`src/rtl/io_n_bidirectional_sync_filter_if.sv`:
```
// Fabric/pad signal bundle for io_n_bidirectional_sync_filter.
// slave: IO BEL side. master: switch matrix, pad buffers and config frame.
// I, T        : fabric data and tristate (1 = high-Z)
// O, Q        : raw and synchronised/filtered pad input to fabric
// Q_rise/fall : one-cycle edge pulses of Q
// I_top/T_top : data and output enable (1 = drive) to pad buffer
// O_top       : pad input
// ConfigBits  : 2 bits per channel (3 with IO_BIDIR_LOOPBACK_EN)
interface io_n_bidirectional_sync_filter_if #(
    parameter int CH = 4
);
`ifdef IO_BIDIR_LOOPBACK_EN
    localparam int CFG_W = 3 * CH;
`else
    localparam int CFG_W = 2 * CH;
`endif

    logic [CH-1:0]    I;
    logic [CH-1:0]    T;
    logic [CH-1:0]    O;
    logic [CH-1:0]    Q;
    logic [CH-1:0]    Q_rise;
    logic [CH-1:0]    Q_fall;
    logic [CH-1:0]    I_top;
    logic [CH-1:0]    T_top;
    logic [CH-1:0]    O_top;
    logic [CFG_W-1:0] ConfigBits;

    modport master (
        output I, T, O_top, ConfigBits,
        input  O, Q, Q_rise, Q_fall, I_top, T_top
    );

    modport slave (
        input  I, T, O_top, ConfigBits,
        output O, Q, Q_rise, Q_fall, I_top, T_top
    );
endinterface

```
`src/rtl/io_n_bidirectional_sync_filter.sv`:
```
// Multi-channel bidirectional IO BEL: optional registered output path,
// input synchroniser, optional glitch filter and rise/fall event pulses.
// Ports: UserCLK (rising edge), RST (async, active high),
//        bus (slave modport): I, T, O, Q, Q_rise, Q_fall, I_top, T_top,
//        O_top, ConfigBits (bit 2c = OUT_REG, bit 2c+1 = FILT_EN).
// Optional macro IO_BIDIR_LOOPBACK_EN adds LOOP at bit 2*CH+c: the
// channel reads back its own I_top and stops driving the pad.
module io_n_bidirectional_sync_filter #(
    parameter int CH            = 4,
    parameter int SYNC_STAGES   = 2,
    parameter int FILTER_CYCLES = 4,
    parameter int CNT_W         = $clog2(FILTER_CYCLES + 1)
) (
    input logic                             UserCLK,
    input logic                             RST,
    io_n_bidirectional_sync_filter_if.slave bus
);

    localparam logic [CNT_W-1:0] CNT_LAST = CNT_W'(FILTER_CYCLES - 1);

    logic [CH-1:0] out_reg;
    logic [CH-1:0] filt_en;
    logic [CH-1:0] i_reg;
    logic [CH-1:0] tn_reg;
    logic [CH-1:0] i_top;
    logic [CH-1:0] tn_top;
    logic [CH-1:0] pad_in;
    logic [CH-1:0] s_out;
    logic [CH-1:0] q_reg;
    logic [CH-1:0] q_prev;
    logic [CH-1:0] q_nxt;

    logic [CH-1:0][SYNC_STAGES-1:0] sync_q;
    logic [CH-1:0][CNT_W-1:0]       cnt_q;
    logic [CH-1:0][CNT_W-1:0]       cnt_nxt;

`ifdef IO_BIDIR_LOOPBACK_EN
    logic [CH-1:0] loop_en;
`endif

    always_comb begin
        out_reg = '0;
        filt_en = '0;
        s_out   = '0;
        for (int c = 0; c < CH; c++) begin
            out_reg[c] = bus.ConfigBits[2*c];
            filt_en[c] = bus.ConfigBits[2*c+1];
            s_out[c]   = sync_q[c][SYNC_STAGES-1];
        end
    end

    // Output registers always clock, so flipping OUT_REG never
    // exposes a value older than one cycle.
    assign i_top  = (out_reg & i_reg)  | (~out_reg & bus.I);
    assign tn_top = (out_reg & tn_reg) | (~out_reg & ~bus.T);

`ifdef IO_BIDIR_LOOPBACK_EN
    always_comb begin
        loop_en = '0;
        for (int c = 0; c < CH; c++) begin
            loop_en[c] = bus.ConfigBits[2*CH+c];
        end
    end

    assign pad_in    = (loop_en & i_top) | (~loop_en & bus.O_top);
    assign bus.T_top = tn_top & ~loop_en;
`else
    assign pad_in    = bus.O_top;
    assign bus.T_top = tn_top;
`endif

    assign bus.I_top = i_top;
    assign bus.O     = pad_in;

    // Filter: Q only follows s_out after FILTER_CYCLES consecutive
    // disagreeing cycles; any agreement restarts the count.
    always_comb begin
        q_nxt   = q_reg;
        cnt_nxt = '0;
        for (int c = 0; c < CH; c++) begin
            if (!filt_en[c]) begin
                q_nxt[c] = s_out[c];
            end else if (s_out[c] == q_reg[c]) begin
                cnt_nxt[c] = '0;
            end else if (cnt_q[c] == CNT_LAST) begin
                q_nxt[c] = s_out[c];
            end else begin
                cnt_nxt[c] = cnt_q[c] + CNT_W'(1);
            end
        end
    end

    always_ff @(posedge UserCLK or posedge RST) begin
        if (RST) begin
            i_reg  <= '0;
            tn_reg <= '0;
            sync_q <= '0;
            q_reg  <= '0;
            q_prev <= '0;
            cnt_q  <= '0;
        end else begin
            i_reg  <= bus.I;
            tn_reg <= ~bus.T;
            for (int c = 0; c < CH; c++) begin
                sync_q[c][0] <= pad_in[c];
                for (int k = 1; k < SYNC_STAGES; k++) begin
                    sync_q[c][k] <= sync_q[c][k-1];
                end
            end
            q_reg  <= q_nxt;
            q_prev <= q_reg;
            cnt_q  <= cnt_nxt;
        end
    end

    assign bus.Q      = q_reg;
    assign bus.Q_rise = q_reg & ~q_prev;
    assign bus.Q_fall = ~q_reg & q_prev;

endmodule

```
`src/flat_wrapper.sv`:
```
// flat-port wrapper written by rule: the top's interface ports become plain ports
module io_n_bidirectional_sync_filter_flat 
#(
    parameter int CH            = 4,
    parameter int SYNC_STAGES   = 2,
    parameter int FILTER_CYCLES = 4,
    parameter int CNT_W         = $clog2(FILTER_CYCLES + 1)
)
  (UserCLK, RST, bus_I, bus_T, bus_O_top, bus_ConfigBits, bus_O, bus_Q, bus_Q_rise, bus_Q_fall, bus_I_top, bus_T_top);
  io_n_bidirectional_sync_filter_if #(.CH(CH)) bus_i ();
  input logic UserCLK;
  input logic RST;
  input wire logic [$bits(bus_i.I)-1:0] bus_I;
  input wire logic [$bits(bus_i.T)-1:0] bus_T;
  input wire logic [$bits(bus_i.O_top)-1:0] bus_O_top;
  input wire logic [$bits(bus_i.ConfigBits)-1:0] bus_ConfigBits;
  output wire logic [$bits(bus_i.O)-1:0] bus_O;
  output wire logic [$bits(bus_i.Q)-1:0] bus_Q;
  output wire logic [$bits(bus_i.Q_rise)-1:0] bus_Q_rise;
  output wire logic [$bits(bus_i.Q_fall)-1:0] bus_Q_fall;
  output wire logic [$bits(bus_i.I_top)-1:0] bus_I_top;
  output wire logic [$bits(bus_i.T_top)-1:0] bus_T_top;
  assign bus_i.I = bus_I;
  assign bus_i.T = bus_T;
  assign bus_i.O_top = bus_O_top;
  assign bus_i.ConfigBits = bus_ConfigBits;
  assign bus_O = bus_i.O;
  assign bus_Q = bus_i.Q;
  assign bus_Q_rise = bus_i.Q_rise;
  assign bus_Q_fall = bus_i.Q_fall;
  assign bus_I_top = bus_i.I_top;
  assign bus_T_top = bus_i.T_top;
  io_n_bidirectional_sync_filter #(.CH(CH), .SYNC_STAGES(SYNC_STAGES), .FILTER_CYCLES(FILTER_CYCLES), .CNT_W(CNT_W)) u_core (.UserCLK(UserCLK), .RST(RST), .bus(bus_i));
endmodule
```
`config.mk`:
```
export PLATFORM = sky130hd
export DESIGN_NAME = io_n_bidirectional_sync_filter_flat
export DESIGN_NICKNAME = d
export VERILOG_FILES = /design/src/rtl/io_n_bidirectional_sync_filter_if.sv /design/src/rtl/io_n_bidirectional_sync_filter.sv /design/src/flat_wrapper.sv
export SDC_FILE = /design/constraint.sdc
export NUM_CORES = 1
export LEC_CHECK = 0
export ABC_CLOCK_PERIOD_IN_PS = 1300
export CORE_ASPECT_RATIO = 0.6
export CORE_MARGIN = 1
export CORE_UTILIZATION = 40
export DETAILED_ROUTE_END_ITERATION = 6
export PLACE_DENSITY = 0.74
export SETUP_SLACK_MARGIN = 0.15
export SLEW_MARGIN = 20
export SYNTH_ARGS = -nofsm -noshare
export SYNTH_HDL_FRONTEND = slang
export SYNTH_SLANG_ARGS = --single-unit
export TNS_END_PERCENT = 5
```
`constraint.sdc`:
```
create_clock -name UserCLK -period 1.3 [get_ports UserCLK]
set_clock_uncertainty 0.2 [all_clocks]
set_input_delay 0.325 -clock UserCLK [delete_from_list [all_inputs] [get_ports UserCLK]]
set_output_delay 0.325 -clock UserCLK [all_outputs]
set_load 0.05 [all_outputs]
```
==> results of run 1 <==
## layout make-up
type | count | area (sq um) | share of cell area
Tap cell | 45 | 56.3 | 0.0227
Inverter | 5 | 18.8 | 0.00758
Clock inverter | 2 | 10.0 | 0.00404
Multi-Input combinational cell | 57 | 576 | 0.232
Sequential cell | 36 | 906 | 0.366
Timing Repair Buffer | 67 | 828 | 0.334
Clock buffer | 6 | 82.6 | 0.0333
## final timing paths
kind / from / endpoint / slack (ps) / depth (start not counted)
max reg2reg: u_core.cnt_q[0]$_DFF_PP0_ / u_core.bus.Q[0]$_DFFE_PP0P_ / -240 / 4
max: u_core.q_prev[1]$_DFF_PP0_ / bus_Q_fall[1] / -320 / 2
min in group asynchronous: RST / u_core.q_prev[2]$_DFF_PP0_ / 190 / 3
min reg2reg: u_core.sync_q[0]$_DFF_PP0_ / u_core.s_out[0]$_DFF_PP0_ / 150 / 0
max in group asynchronous: RST / u_core.bus.Q[1]$_DFFE_PP0P_ / 520 / 3
min: bus_I[3] / u_core.i_reg[3]$_DFF_PP0_ / 100 / 1
## critical path: cells and delay by family, from the launching register on
kind | cells | cell delay [ps]
simple gates | 1 | 240
flops | 1 | 430
buf+inv | 1 | 150
## logic make-up (layout without fill, tap and decap cells)
| group | count (synthesis) | count (layout) | share of synthesized area |
|---|---|---|---|
| simple gates | 37 | 37 | 0.173 |
| flops | 36 | 36 | 0.647 |
| mux | 9 | 9 | 0.0728 |
| buf+inv | 9 | 80 | 0.0351 |
| fa+ha+maj | 4 | 4 | 0.0360 |
| xor+xnor | 4 | 4 | 0.0252 |
| compound gates | 3 | 3 | 0.0108 |
## synthesized netlist by cell type, drive strengths merged
cell	count
and2b	3
o21ai	3
nor3	2
xor2	4
nand2	11
nor2b	9
nor3b	6
dfrtp	36
ha	4
inv	5
and3	2
mux2	9
buf	4
nor2	2
nand2b	2
## power groups by stage
| stage | Clock, uW | Sequential [uW] | Combinational [uW] |
|---|---|---|---|
| 2_1_floorplan | 0 | 1320 | 365 |
| 3_3_place_gp | 0 | 1270 | 825 |
| 3_5_place_dp | 0 | 1280 | 848 |
| 4_1_cts | 825 | 1260 | 891 |
| 5_1_grt | 892 | 1270 | 940 |
| 6_report | 800 | 1260 | 893 |
## through the flow
stage | setup TNS (ps) | cells | area, sq um
2_1_floorplan | -2800 | 102 | 1460
3_3_place_gp | -6490 | 206 | 2260
3_5_place_dp | -7050 | 206 | 2260
4_1_cts | -6090 | 218 | 2450
5_1_grt | -7080 | 218 | 2480
6_report | -5810 | 218 | 2480
## what timing repair did
item	4_1_cts	5_1_grt
hold buffers	4	0
endpoints found under the hold margin	4	0
resized for setup	54	8
endpoints found under the setup margin	39	36
pin swaps	16	7
## layer usage
layer | wire length (um) | vias up | GRT usage
met5 | 0 | - | 0
met4 | 0 | 0 | 0.0333
li1 | - | 462 | -
met2 | 1500 | 34 | 0.314
met3 | 229 | 0 | 0.0857
met1 | 1070 | 480 | 0.199
==> summary.md, run 1 <==
| Metric | Value |
|---|---|
| Max reg flops | `12` |
| Syn. warnings | `0` |
| I/O Buffers | `45` |
| Crit end category | `output pin` |
| Failing checks | `setup timing` |
| Chip width | `78.1 um` |
| FP Rows | `16` |
| Clk buf depth | `2` |
| Root Driver | `clkbuf_8` |
| WP data required | `770 ps` |
| Drt pass-1 iters | `4` |
| Layout cells sized above 1 | `0.572` |
| Via/cell ratio | `4.48` |
| Initial DRC Count | `39` |
| P_sw | `876 uW` |
| Min-Delay Path Class | `in2reg` |
| Util after Layout | `0.755` |
| Setup ws final | `-324 ps` |
| Setup Buffers After CTS | `0` |
| # setup viols final | `24` |
| Synth area leader | `dfrtp_1` |
| First-pass GRT wire length | `4610 um` |
| Status | `complete, but fails checks` |
| Reg with most FFs | `u_core.cnt_q` |
| Remaining DRCs | `0` |
| CTS buffer count | `5` |
| Sw Ratio | `0.296` |
| Commonest cells after routing, fill and taps aside | `dfrtp_1, buf_12, buf_4, dlygate4sd2_1` |
| Clock Power Share | `0.271` |
| CTS tree | `yes` |
| Largest cells by area after synthesis | `dfrtp_1, mux2_2, nor3b_2` |
| Leakage | `roughly 0.0012 uW` |
| Power Internal | `2080 uW` |
| Total power after layout | `about 3000 uW` |
| Critical path type | `reg2out` |
| Placer Congestion | `between 0.6 and 0.7` |
| Core area | `around 0.0033 sq mm` |
| Slowest stage delay, CP | `roughly 430 ps` |
| Commonest non-fill, non-tap cell in the layout | `dfrtp_1` |
| Initial Utilization | `0.424` |
| Htree depth | `2` |
| Cell Pwr Density | `1190 mW/mm^2` |
| Fin nets | `just under 200` |
| Critical Path AT | `1100 ps` |
| Syn_area_per_cell | `13.6 sq um` |
| Worst-path clk slew | `70 ps` |
| Dpl hpwl | `2060 um` |
| Max-Cap Viols | `0` |
| Worst skew pair latency | `280 ps` |
| CP startpoint kind | `flip-flop` |
| Routed wire length | `2810 um` |
| Max Fclk | `616 MHz` |
| Max-slew violations | `0` |
| Filler instances | `223` |
| Maximum vdd drop | `0.829 mV` |
| Tightest Pin Transition | `186 ps` |
| Diode count | `0` |
| Tot GR Track Use | `0.175` |
| Via count of the first global-routing pass | `about 1000` |
| Die Y | `between 40 and 50 um` |
| # clock sinks | `36` |
| Period minus WS final | `between 1500 and 2000 ps` |
| Synth Instances | `102` |
| Routed vias | `a little under 1000` |
| Slew headroom | `0.876` |
| Setup WS pre-CTS | `-593 ps` |
| Crit-path cells | `and2b_2 -> buf_12` |
| Grt total ovfl | `0` |
| Share of the yosys chip area belonging to registers | `0.647` |
| Pin count of the biggest net entering global routing | `37` |
| Syn-to-layout area delta | `78.1%` |
| Comb pwr share | `0.302` |
| Syn Std Cell Area | `0.00139 sq mm` |
| Avg WL per Cell | `12.9 um` |
| Die area | `0.00373 sq mm` |
| Io pins | `46` |
| Final Hold Vio Count | `0` |
| Netlist cell types | `16` |
| Antenna violations before repair | `0` |
| Final hold slack | `about 97 ps` |
| Synth top area share | `0.647` |
| CP Max Fanout | `2` |
| Routed Antenna Nets | `0` |
| Slowest-stage cell, CP | `dfrtp_1` |
| #FFs+latches synth | `36` |
| Flop pwr share | `0.427` |
| Syn Nets | `approximately 130` |
| Unrepaired setup endpoints after global routing | `true` |
| Period utilisation layout | `1.25` |
Power figures use the tool's default switching activity.
==> run 2, diff against run 1 <==
--- a/config.mk
+++ b/config.mk
@@ -10,6 +10,7 @@
 export CORE_MARGIN = 1
 export CORE_UTILIZATION = 40
 export DETAILED_ROUTE_END_ITERATION = 6
+export MAX_ROUTING_LAYER = met4
 export PLACE_DENSITY = 0.74
 export SETUP_SLACK_MARGIN = 0.15
 export SLEW_MARGIN = 20
==> summary.md, run 2 (same netlist as run 1, synthesis figures left out) <==
| Metric | Value |
|---|---|
| Status | `complete, but fails checks` |
| Failing checks | `setup timing` |
| Commonest cells after routing, fill and taps aside | `dfrtp_1, buf_12, buf_4, dlygate4sd2_1` |
| Grt total ovfl | `0` |
| Crit path max-delay family | `flip-flops` |
| # setup viols final | `24` |
| Chip width | `78.1 um` |
| Setup ws final | `-324 ps` |
| Initial DRC Count | `39` |
| CP startpoint kind | `flip-flop` |
| Die area | `0.00373 sq mm` |
| CTS buffer count | `5` |
| Drt pass-1 iters | `4` |
| Leakage | `0.00119 uW` |
| CTS tree | `yes` |
| Placer Congestion | `0.618` |
| Slew headroom | `0.874` |
| Worst-path clk slew | `around 70 ps` |
| Tot GR Track Use | `0.181` |
| Min-Delay Path Class | `in2reg` |
| Htree depth | `2` |
| Cell Pwr Density | `1190 mW/mm^2` |
| WP data required | `770 ps` |
| Initial Utilization | `0.424` |
| Util after Layout | `0.755` |
| Crit-path cells | `and2b_2 -> buf_12` |
| Setup WS pre-CTS | `-593 ps` |
| # clock sinks | `36` |
| Slowest stage delay, CP | `430 ps` |
| Slowest-stage cell, CP | `dfrtp_1` |
| Setup Buffers After CTS | `0` |
| Layout cells sized above 1 | `0.572` |
| Pin count of the biggest net entering global routing | `37` |
| Clk buf depth | `2` |
| Crit path depth | `2` |
| Period minus WS final | `approximately 1600 ps` |
| Hold Path Depth | `1` |
| Root Driver | `clkbuf_8` |
| Routed wire length | `~2800 um` |
| Max reg flops | `12` |
| Finished Cell Area | `about 0.0025 sq mm` |
| Core area | `0.00328 sq mm` |
| Post-DP Area | `around 0.0023 sq mm` |
| Io pins | `46` |
| Comb pwr share | `0.302` |
| Reg with most FFs | `u_core.cnt_q` |
| Final Hold Vio Count | `0` |
| Via/cell ratio | `between 4 and 5` |
| Commonest non-fill, non-tap cell in the layout | `dfrtp_1` |
| Via count of the first global-routing pass | `999` |
| Clock Power Share | `0.271` |
| Avg WL per Cell | `13.0 um` |
| Max-Cap Viols | `0` |
| Worst path bufs/invs | `1` |
| Critical path type | `reg2out` |
| FP Rows | `16` |
| Max Fclk | `616 MHz` |
| CP Max Fanout | `2` |
| Fin nets | `~200` |
| Diode count | `0` |
| Tightest Pin Transition | `190 ps` |
| P_sw | `878 uW` |
| Maximum vdd drop | `between 0.8 and 0.9 mV` |
| Crit end category | `output pin` |
| Syn-to-layout area delta | `78.1%` |
| I/O Buffers | `between 40 and 50` |
| Worst Reg-to-Reg Cells | `4` |
| First-pass GRT wire length | `4600 um` |
| Routed Antenna Nets | `0` |
| Antenna violations before repair | `0` |
| Total power after layout | `just under 3000 uW` |
| Max-slew violations | `0` |
| Routed vias | `just under 1000` |
| Flop pwr share | `0.427` |
| Setup TNS | `-5840 ps` |
| Period utilisation layout | `1.25` |
| Power Internal | `2080 uW` |
| Sw Ratio | `0.297` |
| Filler instances | `~220` |
| Unrepaired setup endpoints after global routing | `true` |
| Worst skew pair latency | `280 ps` |
| Dpl hpwl | `between 2000 and 2500 um` |
| Remaining DRCs | `0` |
| Die Y | `about 48 um` |
| Critical Path AT | `~1100 ps` |
-- run 2: worst paths after layout --
kind	start	endpoint	slack (ps)
min in group asynchronous	RST	u_core.q_prev[2]$_DFF_PP0_	190
hold / removal	bus_I[3]	u_core.i_reg[3]$_DFF_PP0_	100
hold reg to reg	u_core.sync_q[6]$_DFF_PP0_	u_core.s_out[3]$_DFF_PP0_	150
setup / recovery	u_core.q_prev[1]$_DFF_PP0_	bus_Q_fall[1]	-320
max in group asynchronous	RST	u_core.bus.Q[1]$_DFFE_PP0P_	510
setup reg to reg	u_core.cnt_q[0]$_DFF_PP0_	u_core.bus.Q[0]$_DFFE_PP0P_	-250
-- run 2: routing by layer --
layer  GRT usage  vias to the layer above  wire, um
met3      0.0724                        0       187
li1            -                      461         -
met1       0.207                      474      1150
met5           -                        -         0
met2       0.314                       37      1500
met4      0.0333                        0         0
-- run 2: power groups by stage --
stage	Clock, uW	Combinational, uW	Sequential, uW
detailed placement	0	848	1280
floorplan	0	365	1320
CTS	825	891	1260
finish	801	894	1260
global placement	0	825	1270
global route	892	940	1270
-- run 2: what timing repair did --
action	CTS	global route
hold buffers	4	0
resized for setup	54	8
endpoints found under the hold margin	4	0
cloned	0	0
setup endpoints to repair	39	36
pin swaps	16	7
-- run 2: cell type report --
class | instances | area, sq um | share of cell area
Timing Repair Buffer | 67 | 828 | 0.334
Sequential cell | 36 | 906 | 0.366
Multi-Input combinational cell | 57 | 576 | 0.232
Clock buffer | 6 | 82.6 | 0.0333
Inverter | 5 | 18.8 | 0.00758
Tap cell | 45 | 56.3 | 0.0227
Clock inverter | 2 | 10.0 | 0.00404
-- run 2: through the flow --
step	hold WS, ps	cells
5_1_grt	93.9	218
6_report	96.2	218
3_3_place_gp	134	206
2_1_floorplan	131	102
3_5_place_dp	135	206
4_1_cts	87.3	218
==> run 3, diff against run 2 <==
--- a/config.mk
+++ b/config.mk
@@ -13,7 +13,6 @@
 export MAX_ROUTING_LAYER = met4
 export PLACE_DENSITY = 0.74
 export SETUP_SLACK_MARGIN = 0.15
-export SLEW_MARGIN = 20
 export SYNTH_ARGS = -nofsm -noshare
 export SYNTH_HDL_FRONTEND = slang
 export SYNTH_SLANG_ARGS = --single-unit
==> results of run 3 <==
No change in the layout: final DEF, timing and power equal those of run 2.
